===== config.mk =====
export PLATFORM = sky130hd
export DESIGN_NAME = systolic_feeder
export DESIGN_NICKNAME = d
export VERILOG_FILES = /design/src/rtl/systolic_pkg.sv /design/src/rtl/systolic_feeder.sv
export SDC_FILE = /design/constraint.sdc
export NUM_CORES = 1
export LEC_CHECK = 0
export ABC_CLOCK_PERIOD_IN_PS = 5500
export CAP_MARGIN = 20
export CELL_PAD_IN_SITES_DETAIL_PLACEMENT = 1
export CELL_PAD_IN_SITES_GLOBAL_PLACEMENT = 2
export CORE_MARGIN = 4
export CORE_UTILIZATION = 33
export CTS_BUF_LIST = sky130_fd_sc_hd__clkbuf_4
export DETAILED_ROUTE_END_ITERATION = 6
export PLACE_DENSITY_LB_ADDON = 0.1
export SLEW_MARGIN = 10
export SYNTH_ARGS = -nofsm -noshare
export SYNTH_HDL_FRONTEND = slang
export SYNTH_SLANG_ARGS = --single-unit

===== constraint.sdc =====
create_clock -name clk -period 5.5 [get_ports clk]
set_input_delay 0.55 -clock clk [delete_from_list [all_inputs] [get_ports clk]]
set_output_delay 0.55 -clock clk [all_outputs]
set_load 0.02 [all_outputs]

===== src/rtl/systolic_pkg.sv =====
// Shared types, constants and lane helpers for the systolic feeder.
// Lanes: int8 x4 in 32 bits, int32 x4 in 128 bits, element 11 at LSB.
package systolic_pkg;

    typedef logic signed [7:0]  int8_t;
    typedef logic signed [31:0] int32_t;

    typedef enum logic [2:0] {
        IDLE,
        CLEAR,
        FEED,
        DRAIN,
        DONE
    } feeder_state_e;

    localparam int          FEED_LEN = 4;
    localparam int unsigned N        = 2;

    // Row-major lane index, row/col 0-based.
    function automatic int unsigned lane_idx(
        input int unsigned r,
        input int unsigned c
    );
        return r * N + c;
    endfunction

    function automatic int8_t lane8(
        input logic [31:0] v,
        input int unsigned idx
    );
        return v[8*idx +: 8];
    endfunction

    function automatic logic [127:0] pack_c(
        input int32_t x11,
        input int32_t x12,
        input int32_t x21,
        input int32_t x22
    );
        return {x22, x21, x12, x11};
    endfunction

endpackage


===== src/rtl/systolic_feeder.sv =====
// Job sequencer for the 2x2 int8 output-stationary systolic array.
// Ports: clk, reset (async, active-low); in_valid/in_ready/in_a/in_b job
// input; arr_reset, push11/pushedge/push22, a1X/a2X/bX1/bX2 array drive;
// c11..c22 array results; res_valid/res_ready/res_c result output.
// Optional macro SYSTOLIC_FEEDER_PERF_EN adds job_count and stall_cycles.
module systolic_feeder
    import systolic_pkg::*;
#(
    parameter int DRAIN_CYCLES = 1
) (
    input  logic         clk,
    input  logic         reset,
    input  logic         in_valid,
    output logic         in_ready,
    input  logic [31:0]  in_a,
    input  logic [31:0]  in_b,
    output logic         arr_reset,
    output logic         push11,
    output logic         pushedge,
    output logic         push22,
    output logic [7:0]   a1X,
    output logic [7:0]   a2X,
    output logic [7:0]   bX1,
    output logic [7:0]   bX2,
    input  logic [31:0]  c11,
    input  logic [31:0]  c12,
    input  logic [31:0]  c21,
    input  logic [31:0]  c22,
    output logic         res_valid,
    input  logic         res_ready,
    output logic [127:0] res_c
`ifdef SYSTOLIC_FEEDER_PERF_EN
    ,
    output logic [15:0]  job_count,
    output logic [15:0]  stall_cycles
`endif
);

    feeder_state_e r_state, w_state;

    logic [1:0]   r_cnt, w_cnt;
    logic [3:0]   r_dcnt, w_dcnt;
    logic [31:0]  r_a, r_b;
    logic         r_arr_reset, w_arr_reset;
    logic         r_push11, r_pushedge, r_push22;
    logic [7:0]   r_a1X, r_a2X, r_bX1, r_bX2;
    logic         r_res_valid, w_res_valid;
    logic [127:0] r_res_c;

    logic         w_latch, w_capture, w_emit;
    logic [1:0]   w_slot;
    logic         w_p11, w_pe, w_p22;
    logic [7:0]   w_a1, w_a2, w_b1, w_b2;

    always_ff @(posedge clk or negedge reset) begin
        if (!reset) r_state <= IDLE;
        else        r_state <= w_state;
    end

    // Outputs are registered, so each state computes the values
    // to be presented during the following cycle.
    always_comb begin
        w_state     = r_state;
        w_cnt       = r_cnt;
        w_dcnt      = r_dcnt;
        w_latch     = 1'b0;
        w_arr_reset = 1'b1;
        w_emit      = 1'b0;
        w_slot      = 2'd0;
        w_capture   = 1'b0;
        w_res_valid = r_res_valid;
        unique case (r_state)
            IDLE: begin
                if (in_valid) begin
                    w_latch     = 1'b1;
                    w_arr_reset = 1'b0;
                    w_state     = CLEAR;
                end
            end
            CLEAR: begin
                w_state = FEED;
                w_cnt   = 2'd0;
                w_emit  = 1'b1;
                w_slot  = 2'd0;
            end
            FEED: begin
                w_cnt = r_cnt + 2'd1;
                if (r_cnt == 2'(FEED_LEN - 1)) begin
                    w_state = DRAIN;
                    w_dcnt  = 4'd0;
                end else begin
                    w_emit = 1'b1;
                    w_slot = r_cnt + 2'd1;
                end
            end
            DRAIN: begin
                if (r_dcnt == 4'(DRAIN_CYCLES - 1)) begin
                    w_capture   = 1'b1;
                    w_res_valid = 1'b1;
                    w_state     = DONE;
                end else begin
                    w_dcnt = r_dcnt + 4'd1;
                end
            end
            DONE: begin
                if (res_ready) begin
                    w_res_valid = 1'b0;
                    w_state     = IDLE;
                end
            end
            default: w_state = IDLE;
        endcase
    end

    // Skewed operand schedule: slot t feeds the anti-diagonal t.
    always_comb begin
        w_p11 = 1'b0;
        w_pe  = 1'b0;
        w_p22 = 1'b0;
        w_a1  = 8'd0;
        w_a2  = 8'd0;
        w_b1  = 8'd0;
        w_b2  = 8'd0;
        if (w_emit) begin
            unique case (w_slot)
                2'd0: begin
                    w_p11 = 1'b1;
                    w_a1  = lane8(r_a, lane_idx(0, 0));
                    w_b1  = lane8(r_b, lane_idx(0, 0));
                end
                2'd1: begin
                    w_p11 = 1'b1;
                    w_pe  = 1'b1;
                    w_a1  = lane8(r_a, lane_idx(0, 1));
                    w_b1  = lane8(r_b, lane_idx(1, 0));
                    w_a2  = lane8(r_a, lane_idx(1, 0));
                    w_b2  = lane8(r_b, lane_idx(0, 1));
                end
                2'd2: begin
                    w_pe  = 1'b1;
                    w_p22 = 1'b1;
                    w_a2  = lane8(r_a, lane_idx(1, 1));
                    w_b2  = lane8(r_b, lane_idx(1, 1));
                end
                2'd3: begin
                    w_p22 = 1'b1;
                end
                default: ;
            endcase
        end
    end

    always_ff @(posedge clk or negedge reset) begin
        if (!reset) begin
            r_cnt       <= 2'd0;
            r_dcnt      <= 4'd0;
            r_a         <= 32'd0;
            r_b         <= 32'd0;
            r_arr_reset <= 1'b1;
            r_push11    <= 1'b0;
            r_pushedge  <= 1'b0;
            r_push22    <= 1'b0;
            r_a1X       <= 8'd0;
            r_a2X       <= 8'd0;
            r_bX1       <= 8'd0;
            r_bX2       <= 8'd0;
            r_res_valid <= 1'b0;
            r_res_c     <= 128'd0;
        end else begin
            r_cnt       <= w_cnt;
            r_dcnt      <= w_dcnt;
            r_arr_reset <= w_arr_reset;
            r_push11    <= w_p11;
            r_pushedge  <= w_pe;
            r_push22    <= w_p22;
            r_a1X       <= w_a1;
            r_a2X       <= w_a2;
            r_bX1       <= w_b1;
            r_bX2       <= w_b2;
            r_res_valid <= w_res_valid;
            if (w_latch) begin
                r_a <= in_a;
                r_b <= in_b;
            end
            if (w_capture) r_res_c <= pack_c(c11, c12, c21, c22);
        end
    end

    assign in_ready  = (r_state == IDLE);
    assign arr_reset = r_arr_reset;
    assign push11    = r_push11;
    assign pushedge  = r_pushedge;
    assign push22    = r_push22;
    assign a1X       = r_a1X;
    assign a2X       = r_a2X;
    assign bX1       = r_bX1;
    assign bX2       = r_bX2;
    assign res_valid = r_res_valid;
    assign res_c     = r_res_c;

`ifdef SYSTOLIC_FEEDER_PERF_EN
    logic [15:0] r_job_count, r_stall_cycles;

    always_ff @(posedge clk or negedge reset) begin
        if (!reset) begin
            r_job_count    <= 16'd0;
            r_stall_cycles <= 16'd0;
        end else begin
            if (r_res_valid && res_ready)
                r_job_count <= r_job_count + 16'd1;
            if (r_res_valid && !res_ready && r_stall_cycles != 16'hFFFF)
                r_stall_cycles <= r_stall_cycles + 16'd1;
        end
    end

    assign job_count    = r_job_count;
    assign stall_cycles = r_stall_cycles;
`endif

endmodule


==> results <==
- The flow ran to the end, and the final reports show no timing, DRC or antenna violations.
- The number of pins exceeding their max-slew limit in the final report was 0.
- At the end of the flow, the number of nets in the layout was 1207.
- For the worst setup path, the data arrival time is 3.40 ns.
- The count of endpoints failing hold in the final timing report is 0.
- At the end of routability-driven placement, the weighted congestion stood at 0.773.
- The routed design uses 3100 um of met3 wire.
- The clock latency at the later pin of the worst-skew pair is 0.63 ns.
- For this design the top-level I/O count stands at 362.
- By startpoint and endpoint, the worst setup path is classified as flop to flop.
- TritonCTS built the clock tree.
- The number of global-route vias before repair came to 7444.
- The detailed router finished its first iteration with 238 violations.
- The number of I/O port buffers is 361.
- The wire length after detailed routing is 30000 um.
- Data on the critical path is required at its endpoint by 5.99 ns.
- The critical path goes through inv_1, ha_1, nor3b_4, and3_4, buf_12, mux2_4.
- Gates resized during post-CTS repair numbered 0.
- The number of antenna violations at the first check in global routing is 5.
- Yosys mapped the design onto 40 distinct sky130hd cell types.
- The die height is 179 um.
- Counting the buffers created by CTS gives 69.
- For this run, the total global-route usage over all layers was measured as 0.180.
- The synthesized area is 9680 um^2.
- Of all nets on the critical path, the largest fanout is 86.
- The number of nets in the synthesized netlist is 803.
- The commonest non-fill, non-tap cell in the layout is clkdlybuf4s50_1.
- The final critical-path required period is 2.91 ns.
- The worst max-slew margin expressed relative to the limit is 0.375.
- The analysis attributes to cell leakage a power of 6.17 nW.
- The number of optimization iterations in the first detailed-route pass is 4.
- For this run, the slowest stage of the critical path takes 0.72 ns.
- Broken down by cell family, the worst path's largest delay share belongs to simple AND/OR/NAND/NOR gates.
- Max-cap violations in this run came to 0.
- The number of DRC violations after detailed routing is 0.
- The first global-routing pass estimated 44400 um of wire.
- The remaining global-route overflow is 0.
- The detailed-route wire length per cell is 20.8 um.
- After detailed routing, no signal wire sits above met5.
- Setup repair after global routing left no endpoint under its margin.
- In this run the power density over the cells is 617 nW/um^2.
- The clock-pin slew reported for the worst setup and hold paths after clock tree synthesis is 0.06 ns.
- The final setup violation count is 0.
- Counting both buffers and inverters, the worst setup path holds a total of 2.
- The clock sink total is 238.
- The fraction of final layout cells sized beyond drive strength 1 is 0.301.
- For the pin with the worst max-slew slack, the measured transition is 0.938 ns.
- The clock passes through at most 3 buffers.
- Across the VDD grid, the largest voltage drop is 195 uV.
- The slowest stage of the critical path belongs to the cell and3_4.
- Leaving out fill and tap cells, the most frequent cells in the layout are clkdlybuf4s50_1 (360), dfrtp_1 (237), clkbuf_4 (105), mux2_4 (100), mux2_2 (93).
- Based on the critical path, the design can be clocked at up to 344 MHz.
- In the detailed route, the total length drawn on met2 is 14700 um.
- In this run the worst setup path begins at r_dcnt[0].
- The post-synthesis sequential element count is 238.
- The floorplan has 62 rows.
- The post-CTS setup-driven buffer insertion count is 0.
- Yosys printed 0 warnings.
- The ratio of final minimum period to clock period is 0.529.
- The post-synthesis cell count is 600.
- The wire length the detailed router placed on met1 is 11300 um.
- The start of the worst register-to-register path is r_dcnt[0].
- The endpoint class of the critical path is a flop.
- In the routed layout, each cell is associated on average with a via count of 4.63.
- The HPWL after detailed placement is 21700 um.
- In the final timing run, aggregate negative setup slack is 0 ns.
- Counting flops with a built-in enable in the synthesized netlist gives 0.
- The H-tree level count is 3.
- From synthesis to final layout, the design area changed by 48.9%.
- The detailed-route via count is 6661.
- CTS placed an instance of clkbuf_4 at the clock tree root.
- From left edge to right edge, the die measures 179 um.
- The fraction of synthesis flops using an asynchronous set or reset pin is 1.00.
- The clock arrives with 0.0337 ns of skew.
- The share of the Yosys chip area taken by registers is 0.615.
- The region available for standard cell placement spans 28900 um^2.
- The most used flip-flop cell after synthesis is dfrtp_1.
- The worst hold path class is primary input to asynchronous set/reset pin.
- The worst setup slack after layout is 2.59 ns.
- The die area is 32100 um^2.
- The mean post-synth cell area is 16.1 um^2.
- The worst slack after detailed placement is 2.61 ns.
- The launching element type of the critical path is a flop.
- The initial utilization of the core area, before any placement, comes to 0.335.
- The antenna violation net count after detailed routing is 0.
- Entering global routing, the biggest net connects 146 pins.
## worst reg2reg max path, delay by kind of cell, from the launching register on
kind                       cells  cell delay (ns)
and+or+nand+nor                2             1.06
buffers and inverters          2             0.68
muxes                          1             0.44
DFF                            1             0.43
adders and majority gates      1             0.17
## registers in the layout (all words and copies together) (netlist names)
register	flops
res_c	128
r_a	32
pushedge	1
bX2	8
a2X	8
push11	1
res_valid	1
push22	1
r_cnt	2
a1X	8
r_state	3
arr_reset	1
bX1	8
r_b	32
r_dcnt	4
## power by group
group	switching [W]	internal (W)	total [W]
Clock	0.000727	0.000958	0.00169
Sequential	0.000485	0.00258	0.00306
Combinational	0.00190	0.00226	0.00415
Total	0.00311	0.00579	0.00890
## what timing repair did
item,CTS,global route
hold buffers,1,0
endpoints found under the hold margin,93,0
endpoints found under the setup margin,0,0
## cell type report
cell class	instances	area (um^2)
Clock buffer	105	788
Inverter	8	30.0
Sequential cell	238	5960
Timing Repair Buffer	368	3700
Multi-Input combinational cell	319	3350
Antenna cell	3	7.51
Clock inverter	14	106
Fill cell	2921	14400
Tap cell	384	480
## cells by family (layout without fill, tap and decap cells)
logic type | after synthesis | count (layout) | synth area share
other | 0 | 3 | 0
multiplexers | 194 | 194 | 0.264
flip-flops | 238 | 238 | 0.615
adder cells (fa/ha/maj) | 7 | 7 | 0.00905
AO/OA/AOI/OAI | 50 | 50 | 0.0370
AND/OR/NAND/NOR | 68 | 68 | 0.0346
buffers and inverters | 43 | 495 | 0.0396
## final timing paths
| path | cells after the start | endpoint | slack [ns] |
|---|---|---|---|
| max | 6 | res_c[64] | 2.59 |
| min | 2 | r_b[1] | 0.50 |
| max reg2reg | 6 | res_c[64] | 2.59 |
| min reg2reg | 1 | res_c[8] | 0.50 |
| min in group clk | 1 | res_c[8] | 0.50 |
| max in group asynchronous | 3 | r_b[28] | 3.61 |
## Yosys cell counts (2+ instances only)
cell      count  share of area
a22oi_1      32          0.025
buf_12       11          0.023
buf_2         4         0.0021
buf_4         6         0.0047
buf_6         2         0.0023
clkbuf_1     11         0.0043
dfrtp_1     237           0.61
ha_1          7         0.0090
inv_1         8         0.0031
mux2_2       93           0.11
mux2_4      100           0.16
nand2_1       2        0.00078
nand2b_1      2         0.0013
nand3_1       7         0.0036
nand3b_1      2         0.0016
nor2_1       41          0.016
nor2b_1       4         0.0026
o211ai_1      2         0.0016
o21ai_0       8         0.0041
## per-layer routing
layer,vias up,GRT usage
li1,2965,-
met1,3331,0.202
met2,289,0.302
met3,68,0.0803
met4,8,0.0698
met5,-,0
## stage by stage
step	cells	util	instance area [um^2]	power (W)	hold WS, ns
floorplan	600	-	9680	0.00553	0.254
global placement	1316	0.468	13500	0.00716	0.490
detailed placement	1316	0.468	13500	0.00731	0.495
CTS	1436	0.499	14400	0.00908	0.445
global route	1437	0.499	14400	0.00945	0.455
finish	1439	0.499	14400	0.00890	0.498
Note: power is estimated with default switching activity, not from simulation.
